File: src/rtl/alu_pin_driver.sv
// Initiator for the 8-pin ALU: packs commands onto the pins, waits out ALU latency, returns checked responses.
// Optional macro ALU_DIV0_GUARD_EN short-circuits divide-by-zero commands without touching the pins.
module alu_pin_driver #(
    parameter int SETTLE_CYCLES = 1,
    parameter int CNT_W         = 16
) (
    input  logic             CLK,
    input  logic             rst,
    input  logic             cmd_valid,
    output logic             cmd_ready,
    input  logic [1:0]       cmd_op,
    input  logic [2:0]       cmd_a,
    input  logic [2:0]       cmd_b,
    output logic [7:0]       alu_in,
    input  logic [7:0]       alu_out,
    output logic             rsp_valid,
    input  logic             rsp_ready,
    output logic [5:0]       rsp_result,
    output logic [1:0]       rsp_op,
    output logic             rsp_err,
    output logic             rsp_div0,
    output logic             busy,
    output logic [CNT_W-1:0] txn_count
);

    // Out-of-range settle values are clamped into 1..15 so the counter always terminates.
    localparam int SC_INT = (SETTLE_CYCLES < 1)  ? 1  :
                            (SETTLE_CYCLES > 15) ? 15 : SETTLE_CYCLES;
    localparam logic [3:0] SC = SC_INT[3:0];

    typedef enum logic [1:0] {
        IDLE   = 2'd0,
        DRIVE  = 2'd1,
        SETTLE = 2'd2,
        RESP   = 2'd3
    } state_t;

    state_t     state;
    logic [1:0] op_q;
    logic [2:0] b_q;
    logic [3:0] cnt;

`ifdef ALU_DIV0_GUARD_EN
    logic div0_cmd;
    assign div0_cmd = (cmd_op == 2'b11) && (cmd_b == 3'd0);
`endif

    assign cmd_ready = (state == IDLE);
    assign busy      = (state != IDLE);

    always_ff @(posedge CLK or posedge rst) begin
        if (rst) begin
            state      <= IDLE;
            alu_in     <= 8'h00;
            op_q       <= 2'b00;
            b_q        <= 3'd0;
            cnt        <= 4'd0;
            rsp_valid  <= 1'b0;
            rsp_result <= 6'd0;
            rsp_op     <= 2'b00;
            rsp_err    <= 1'b0;
            rsp_div0   <= 1'b0;
            txn_count  <= '0;
        end else begin
            case (state)
                IDLE: begin
                    if (cmd_valid) begin
                        op_q <= cmd_op;
                        b_q  <= cmd_b;
`ifdef ALU_DIV0_GUARD_EN
                        // Guarded divide-by-zero never reaches the pins, so the ALU echo stays untouched.
                        if (div0_cmd) begin
                            rsp_result <= 6'd0;
                            rsp_op     <= 2'b11;
                            rsp_err    <= 1'b0;
                            rsp_div0   <= 1'b1;
                            rsp_valid  <= 1'b1;
                            state      <= RESP;
                        end else begin
                            alu_in <= {cmd_op, cmd_b, cmd_a};
                            state  <= DRIVE;
                        end
`else
                        alu_in <= {cmd_op, cmd_b, cmd_a};
                        state  <= DRIVE;
`endif
                    end
                end
                DRIVE: begin
                    cnt   <= SC;
                    state <= SETTLE;
                end
                SETTLE: begin
                    if (cnt <= 4'd1) begin
                        rsp_result <= alu_out[5:0];
                        rsp_op     <= op_q;
                        rsp_err    <= (alu_out[7:6] != op_q);
                        rsp_div0   <= (op_q == 2'b11) && (b_q == 3'd0);
                        rsp_valid  <= 1'b1;
                        cnt        <= 4'd0;
                        state      <= RESP;
                    end else begin
                        cnt <= cnt - 4'd1;
                    end
                end
                RESP: begin
                    if (rsp_ready) begin
                        rsp_valid <= 1'b0;
                        txn_count <= txn_count + CNT_W'(1);
                        state     <= IDLE;
                    end
                end
                default: state <= IDLE;
            endcase
        end
    end

endmodule

File: config.mk
export PLATFORM = sky130hd
export DESIGN_NAME = alu_pin_driver
export DESIGN_NICKNAME = d
export VERILOG_FILES = /design/src/rtl/alu_pin_driver.sv
export SDC_FILE = /design/constraint.sdc
export NUM_CORES = 1
export LEC_CHECK = 0
export BUFFER_PORTS_ARGS = -buffer_cell sky130_fd_sc_hd__buf_2
export CAP_MARGIN = 40
export CORE_UTILIZATION = 35
export CTS_BUF_LIST = sky130_fd_sc_hd__clkbuf_4 sky130_fd_sc_hd__clkbuf_8
export CTS_CLUSTER_SIZE = 10
export DETAILED_ROUTE_END_ITERATION = 6
export GPL_TIMING_DRIVEN = 0
export SYNTH_ARGS = -nofsm -noshare
export SYNTH_HDL_FRONTEND = slang
export SYNTH_SLANG_ARGS = --single-unit
File: constraint.sdc
create_clock -name CLK -period 1.5 [get_ports CLK]
set_input_delay 0.075 -clock CLK [delete_from_list [all_inputs] [get_ports CLK]]
set_output_delay 0.075 -clock CLK [all_outputs]
set_load 0.02 [all_outputs]
==> run_results.csv, run 1 <==
group,metric,value,unit
power_and_ir_drop,ir_drop,0.000900,V
yosys,yosys.area_share.simple,12.2,%
timing,relSlewSlack,78.3,%
floorplan,ioPinCount,57,
setup_path,endpoint_kind,"flop",
yosys,avgSynthCellArea,12.1,sq um
setup_path,rr_worst_depth,6,
placement,dp_hpwl,2.61,mm
yosys,synth-adder-area-share,4.78,%
finish,layout-drive-gt1-share,51.8,%
clock_network,clockBufferDepth,2,
hold_path,min_from,"cmd_b[0]",
route,wire_per_inst,13.0,microns
setup_path,reg2reg_setup_slack,-0.02,ns
setup_path,cp_top_family,"flip-flops",
floorplan,dieHeight,74.4,microns
clock_network,cts_root_buf,"clkbuf_8",
yosys,synthDistinctLibCells,28,
global_routing,antenna_found_initial,0,
setup_path,cpMaxStageDelayCell,"dfrtp_2",
route,num_vias,1376,
setup_path,cp_max_fo,3,
yosys,yosysMostFrequentCell,"dfrtp_1",
finish,post-route-util,51.5,%
timing,setup_violations,6,
yosys,synth.area.top_cells,"dfrtp_1, mux2_2, ha_1, xnor2_1, xor2_1",
route,drc,0,
clock_network,cts_tree,"done",
yosys,synth-seq-cells,41,
yosys,synth_edf_count,0,
global_routing,grt_pass1_wl,5.92,mm
yosys,synth_top_flop_cell,"dfrtp_1",
finish,finish.instance_area,2510,sq um
finish,final-seq-area,1030,sq um
timing,period_needed,1.52,ns
power_and_ir_drop,total_power,5.02,mW
yosys,ys_top_cells_by_count,"dfrtp_1, mux2_2, nand2_1",
hold_path,hp-class,"in2reg",
global_routing,busiest_layer,"met2",
placement,postPlaceCellArea,2230,sq um
yosys,yosysWarnings,0,
floorplan,die_area,5530,sq um
global_routing,gr-usage-met2,22.0,%
route,dr.pass1.iters,4,
yosys,synth_compound_area_share,4.51,%
timing,finalClockSkew,0.00765,ns
global_routing,overflow,0,
hold_path,worstHoldEndpoint,"alu_in[3]",
timing,hold_viol_final,0,
global_routing,grt_pass1_vias,1282,
timing,worst_slew_pin_slew,0.323,ns
global_routing,grt_max_degree,37,
floorplan,core,4880,sq um
clock_network,cts.sinks,41,
timing,fin_crit_sh,101,%
finish,fin_nets,251,
yosys,synthXorXnorAreaFrac,8.12,%
finish,area_delta_synth_final,37.2,%
route,viasPerCell,4.73,
clock_network,insertion_delay,0.29,ns
yosys,synthMuxAreaShare,11.6,%
floorplan,rows,25,
yosys,postSynthCellCount,151,
yosys,synthArstFlopShare,100,%
setup_path,worst_r2r_startpoint,"cnt[0]",
finish,multiInputGateArea,858,sq um
finish,nFillCells,452,
timing,report.final.slew_viol_count,0,
hold_path,min_path_cells,2,
timing,setup_ws,-0.0185,ns
power_and_ir_drop,power_density,2000,nW/um^2
route,postRouteAntennaNets,0,
route,drtIter0Drc,52,
setup_path,timing.rr.end,"rsp_result[2]",
finish,antenna_cells,0,
timing,timing.fmax,659,MHz
flow_run,maxCapViolations,0,
floorplan,start_util,37.6,%
power_and_ir_drop,p_leak,1.24,nW
timing,rsz0062_at_grt,"true",
yosys,yosysTopAreaCell,"dfrtp_1",
yosys,syn_area,1830,sq um
clock_network,clk_pin_slew,0.08,ns
global_routing,grt_use_met1,19.2,%
setup_path,crit_buf_inv,2,
floorplan,die_w,74.4,microns
setup_path,crit_chain,"inv_2, ha_4, nor2_4, nand3b_1, buf_2, mux2_4",
clock_network,cts_buffers,5,
yosys,yosysTopAreaCellShare,56.0,%
setup_path,critPathRequiredTime,1.68,ns
yosys,ys_seq_area_share,56.0,%
placement,io_buffer_count,56,
status,status,"finished with violations",
setup_path,arrival,1.70,ns
status,violations,"setup timing",
global_routing,use_met3,4.61,%
clock_network,htree_levels,2,
yosys,synth_top_family_by_area,"simple AND/OR/NAND/NOR gates",
route,wirelength,3.78,mm
placement,gp_congestion,0.772,
setup_path,path_class,"reg2reg",
setup_path,critPathLaunchType,"flop",
global_routing,grt_usage,14.4,%
yosys,synth_nets,178,
setup_path,cp_slowest_stage_delay,0.44,ns
==> metal layers <==
layer  wire length [microns]  up-vias  share of wire (%)
met5                       0        -                  0
met4                      35        0               0.93
met3                     164        4                4.3
met2                    1770       39                 47
met1                    1810      668                 48
li1                        -      665                  -
==> worst max-delay path by stage <==
stage | cells after the start | from | slack, ns | endpoint
final | 6 | cnt[0] | -0.02 | rsp_result[2]
after global routing | 6 | cnt[1] | -0.07 | rsp_op[0]
after CTS | 6 | state[0] | -0.03 | rsp_div0
after detailed placement | 6 | cnt[0] | -0.12 | rsp_result[5]
after global placement | 6 | cnt[0] | -0.12 | rsp_result[5]
after floorplan | 6 | state[0] | 0.0008 | state[1]
==> flip-flops by register name (all words and copies together) (netlist names) <==
register and count:
rsp_err 1, rsp_div0 1, txn_count 16, alu_in 8, rsp_valid 1, cnt 4, state 2, rsp_result 6
rsp_op 2
==> logic make-up (layout without fill, tap and decap cells) <==
group / count (synthesis) / in the layout
flops: 41 / 41
simple gates: 40 / 40
mux: 19 / 19
xor+xnor: 17 / 17
compound gates: 14 / 14
buf+inv: 13 / 86
fa+ha+maj: 7 / 7
==> layout by cell type (no fill, tap or decap), drive strengths merged, types with 5 or more instances in the layout <==
master	synthesis	layout
nor2	8	8
o21ai	8	8
mux2	18	18
xor2	7	7
nand4	6	6
clkbuf	1	5
ha	7	7
dfrtp	41	41
buf	2	66
inv	10	10
xnor2	10	10
nand2	13	13
==> metrics by stage <==
stage	hold WS (ns)	instances	TNS (ns)	worst slack (ns)
final	0.0182	291	-0.0859	-0.0185
after global routing	0.00252	291	-0.618	-0.0684
after CTS	0.00280	288	-0.0768	-0.0269
after detailed placement	-0.0257	275	-0.731	-0.122
after global placement	0.313	274	-5.20	-0.118
after floorplan	0.225	151	0	0.000799
==> timing repair <==
action | CTS | global route
setup buffers | 6 | 1
endpoints found under the setup margin | 10 | 29
pin swaps | 3 | 1
gates resized for setup | 5 | 24
gates cloned | 1 | 0
hold buffers | 1 | 2
endpoints found under the hold margin | 41 | 2
==> power breakdown <==
| part | total (mW) | internal (mW) | switching [mW] |
|---|---|---|---|
| logic | 2.38 | 1.13 | 1.25 |
| registers | 1.79 | 1.48 | 0.308 |
| clock network | 0.852 | 0.484 | 0.368 |
| total | 5.02 | 3.10 | 1.93 |
==> cell type report <==
cell class / instances / area share [%]
Sequential cell: 41 / 40.9
Buffer: 1 / 0.448
Timing Repair Buffer: 68 / 15.6
Multi-Input combinational cell: 97 / 34.1
Inverter: 10 / 1.49
Clock inverter: 2 / 1.39
Clock buffer: 5 / 2.74
Tap cell: 67 / 3.33
No activity file was read; power rests on OpenSTA's default activity.
==> run 2: changes to the inputs <==
--- a/config.mk
+++ b/config.mk
@@ -5,6 +5,7 @@
 export SDC_FILE = /design/constraint.sdc
 export NUM_CORES = 1
 export LEC_CHECK = 0
+export ABC_AREA = 1
 export BUFFER_PORTS_ARGS = -buffer_cell sky130_fd_sc_hd__buf_2
 export CAP_MARGIN = 40
 export CORE_UTILIZATION = 35
==> run 2 against run 1 <==
Net effect:
- the run now ends clean
- cell area rose by 5.8%
- first-iteration DRC count increased by 48%
- utilization fell by 3.8 points
- combinational power barely moved
==> run_results.csv, run 2 <==
group,metric,value,unit
status,status,"finished, final reports clean",
timing,period_needed,1.40,ns
setup_path,arrival,1.59,ns
placement,dp_slack,0.0205,ns
yosys,ys_seq_area_share,50.2,%
yosys,synth_compound_area_share,3.73,%
route,drc,0,
finish,antenna_cells,0,
power_and_ir_drop,ir_drop,0.000873,V
timing,timing.fmax,713,MHz
finish,nFillCells,545,
finish,largest_reg_flops,16,
finish,multiInputGateArea,953,sq um
floorplan,dieHeight,78.5,microns
setup_path,cp_max_fo,10,
yosys,synth-seq-cells,41,
global_routing,busiest_layer,"met2",
floorplan,rows,27,
power_and_ir_drop,power_density,1820,nW/um^2
yosys,yosysTopAreaCellShare,50.2,%
hold_path,worstHoldEndpoint,"alu_in[6]",
global_routing,gr-usage-met2,23.8,%
yosys,syn_area,2050,sq um
yosys,yosysMostFrequentCell,"nand2_1",
floorplan,ioPinCount,57,
power_and_ir_drop,power.share.switching,43.5,%
floorplan,die_area,6150,sq um
hold_path,hp-class,"in2reg",
power_and_ir_drop,p_clk_share,15.2,%
yosys,postSynthCellCount,209,
global_routing,grt_use_met1,19.1,%
setup_path,endpoint_kind,"flop",
timing,fin_crit_sh,93.4,%
hold_path,min_path_cells,2,
route,dr.pass1.iters,4,
yosys,synthXorXnorAreaFrac,6.79,%
placement,postPlaceCellArea,2450,sq um
finish,layout-drive-gt1-share,38.4,%
timing,setup_ws,0.0984,ns
setup_path,timing.rr.end,"rsp_err",
finish,largest_register,"txn_count",
timing,worst_slew_pin_slew,0.474,ns
global_routing,use_met3,2.79,%
route,wirelength,4.02,mm
flow_run,maxCapViolations,0,
yosys,avgSynthCellArea,9.79,sq um
route,postRouteAntennaNets,0,
yosys,synth-adder-area-share,4.28,%
finish,reg_top3,"txn_count: 16 flops, alu_in: 8 flops, rsp_result: 6 flops",
clock_network,insertion_delay,0.29,ns
clock_network,clockBufferDepth,2,
global_routing,grt_pass1_vias,1494,
clock_network,cts_buffers,5,
power_and_ir_drop,total_power,4.85,mW
placement,dp_hpwl,2.94,mm
global_routing,antenna_found_initial,0,
timing,finalClockSkew,0.00697,ns
clock_network,clk_pin_slew,0.08,ns
placement,gp_congestion,0.732,
setup_path,rr_worst_depth,8,
yosys,synthMuxAreaShare,3.85,%
setup_path,path_class,"reg2reg",
yosys,synth_edf_count,0,
floorplan,die_w,78.5,microns
clock_network,cts_tree,"done",
timing,hold_viol_final,0,
setup_path,critPathRequiredTime,1.69,ns
global_routing,grt_pass1_wl,6.93,mm
route,drtIter0Drc,77,
yosys,synth_top_family_by_area,"simple AND/OR/NAND/NOR gates",
finish,area_delta_synth_final,30.0,%
setup_path,reg2reg_setup_slack,0.1,ns
yosys,yosysWarnings,0,
power_and_ir_drop,p_leak,1.40,nW
timing,setup_violations,0,
hold_path,min_from,"cmd_op[0]",
timing,relSlewSlack,68.4,%
finish,post-route-util,47.7,%
timing,hold_slack,0.0105,ns
power_and_ir_drop,seq_power_share,36.3,%
timing,report.final.slew_viol_count,0,
global_routing,overflow,0,
yosys,yosys.area_share.simple,26.6,%
clock_network,htree_levels,2,
setup_path,critPathLaunchType,"flop",
placement,io_buffer_count,56,
yosys,synth.area.top_cells,"dfrtp_1, nand2_1, xor2_1, ha_1, mux2_2",
route,wire_per_inst,11.3,microns
yosys,yosysTopAreaCell,"dfrtp_1",
power_and_ir_drop,combPwrFrac,48.5,%
floorplan,core,5570,sq um
finish,layout_common_cells,"nand2_1, buf_2, dfrtp_1",
power_and_ir_drop,intPower,2.74,mW
global_routing,grt_usage,14.4,%
finish,finish.instance_area,2660,sq um
route,viasPerCell,4.35,
yosys,synthDistinctLibCells,27,
route,num_vias,1550,
finish,final-seq-area,1030,sq um
yosys,synth_top_flop_cell,"dfrtp_1",
power_and_ir_drop,switching_power,2.11,mW
yosys,synth_nets,236,
setup_path,worst_r2r_startpoint,"cnt[1]",
yosys,synthArstFlopShare,100,%
clock_network,cts_root_buf,"clkbuf_8",
global_routing,grt_max_degree,23,
timing,rsz0062_at_grt,"true",
floorplan,start_util,36.7,%
finish,fin_nets,310,
clock_network,cts.sinks,41,
yosys,ys_top_cells_by_count,"nand2_1, dfrtp_1, inv_1",
-- run 2: cells by family (layout without fill, tap and decap cells) --
group	count (synthesis)	after routing
AOI/OAI and AO/OA	12	12
xor gates and xnor gates	15	15
adders and majority gates	7	7
buffers and inverters	23	98
DFF	41	41
muxes	7	7
and+or+nand+nor	104	104
-- run 2: per-stage QoR --
stage                     instances  setup TNS, ns
after detailed placement        338              0
after global routing            356        -0.0513
after CTS                       353              0
after global placement          337          -5.26
final                           356              0
after floorplan                 209              0
-- run 2: area by class of cell --
class	count	share of cell area, %
Inverter	22	3.10
Sequential cell	41	38.6
Buffer	1	0.423
Clock buffer	6	2.87
Tap cell	72	3.39
Multi-Input combinational cell	145	35.8
Clock inverter	2	0.564
Timing Repair Buffer	67	15.2
-- run 2: repair_timing --
action,CTS,global route
hold buffers,7,2
buffers inserted,0,1
endpoints found under the hold margin,25,2
resized for setup,0,7
endpoints found under the setup margin,0,21
-- run 2: per-layer routing --
metal | part of all wire [%] | vias up
met5 | 0 | -
met1 | 46 | 720
met2 | 50 | 24
met4 | 1.0 | 0
met3 | 2.8 | 4
li1 | - | 802
-- run 2: worst max-delay path, stage by stage, from the launching register on --
cell     delay (ns)
dfrtp_1        0.37
inv_1          0.14
ha_1           0.22
o21ai_4        0.09
nor2_8         0.17
inv_2          0.06
buf_6          0.14
nand2_1        0.05
nand2_1        0.04
-- run 2: worst max-delay path by stage --
stage | from | endpoint | slack, ns
floorplan | state[0] | state[1] | 0.04
global placement | rst | rsp_result[4] | -0.13
detailed placement | state[0] | rsp_err | 0.02
CTS | state[0] | rsp_err | 0.005
global route | state[0] | rsp_result[4] | -0.02
finish | cnt[1] | rsp_err | 0.1
-- run 2: power by group through the flow --
stage / combinational [mW] / sequential (mW) / clock [mW]
floorplan: 1.28 / 2.13 / 0
global route: 2.58 / 1.82 / 0.816
finish: 2.35 / 1.76 / 0.737
CTS: 2.29 / 1.76 / 0.757
global placement: 2.22 / 1.77 / 0
detailed placement: 2.27 / 1.78 / 0
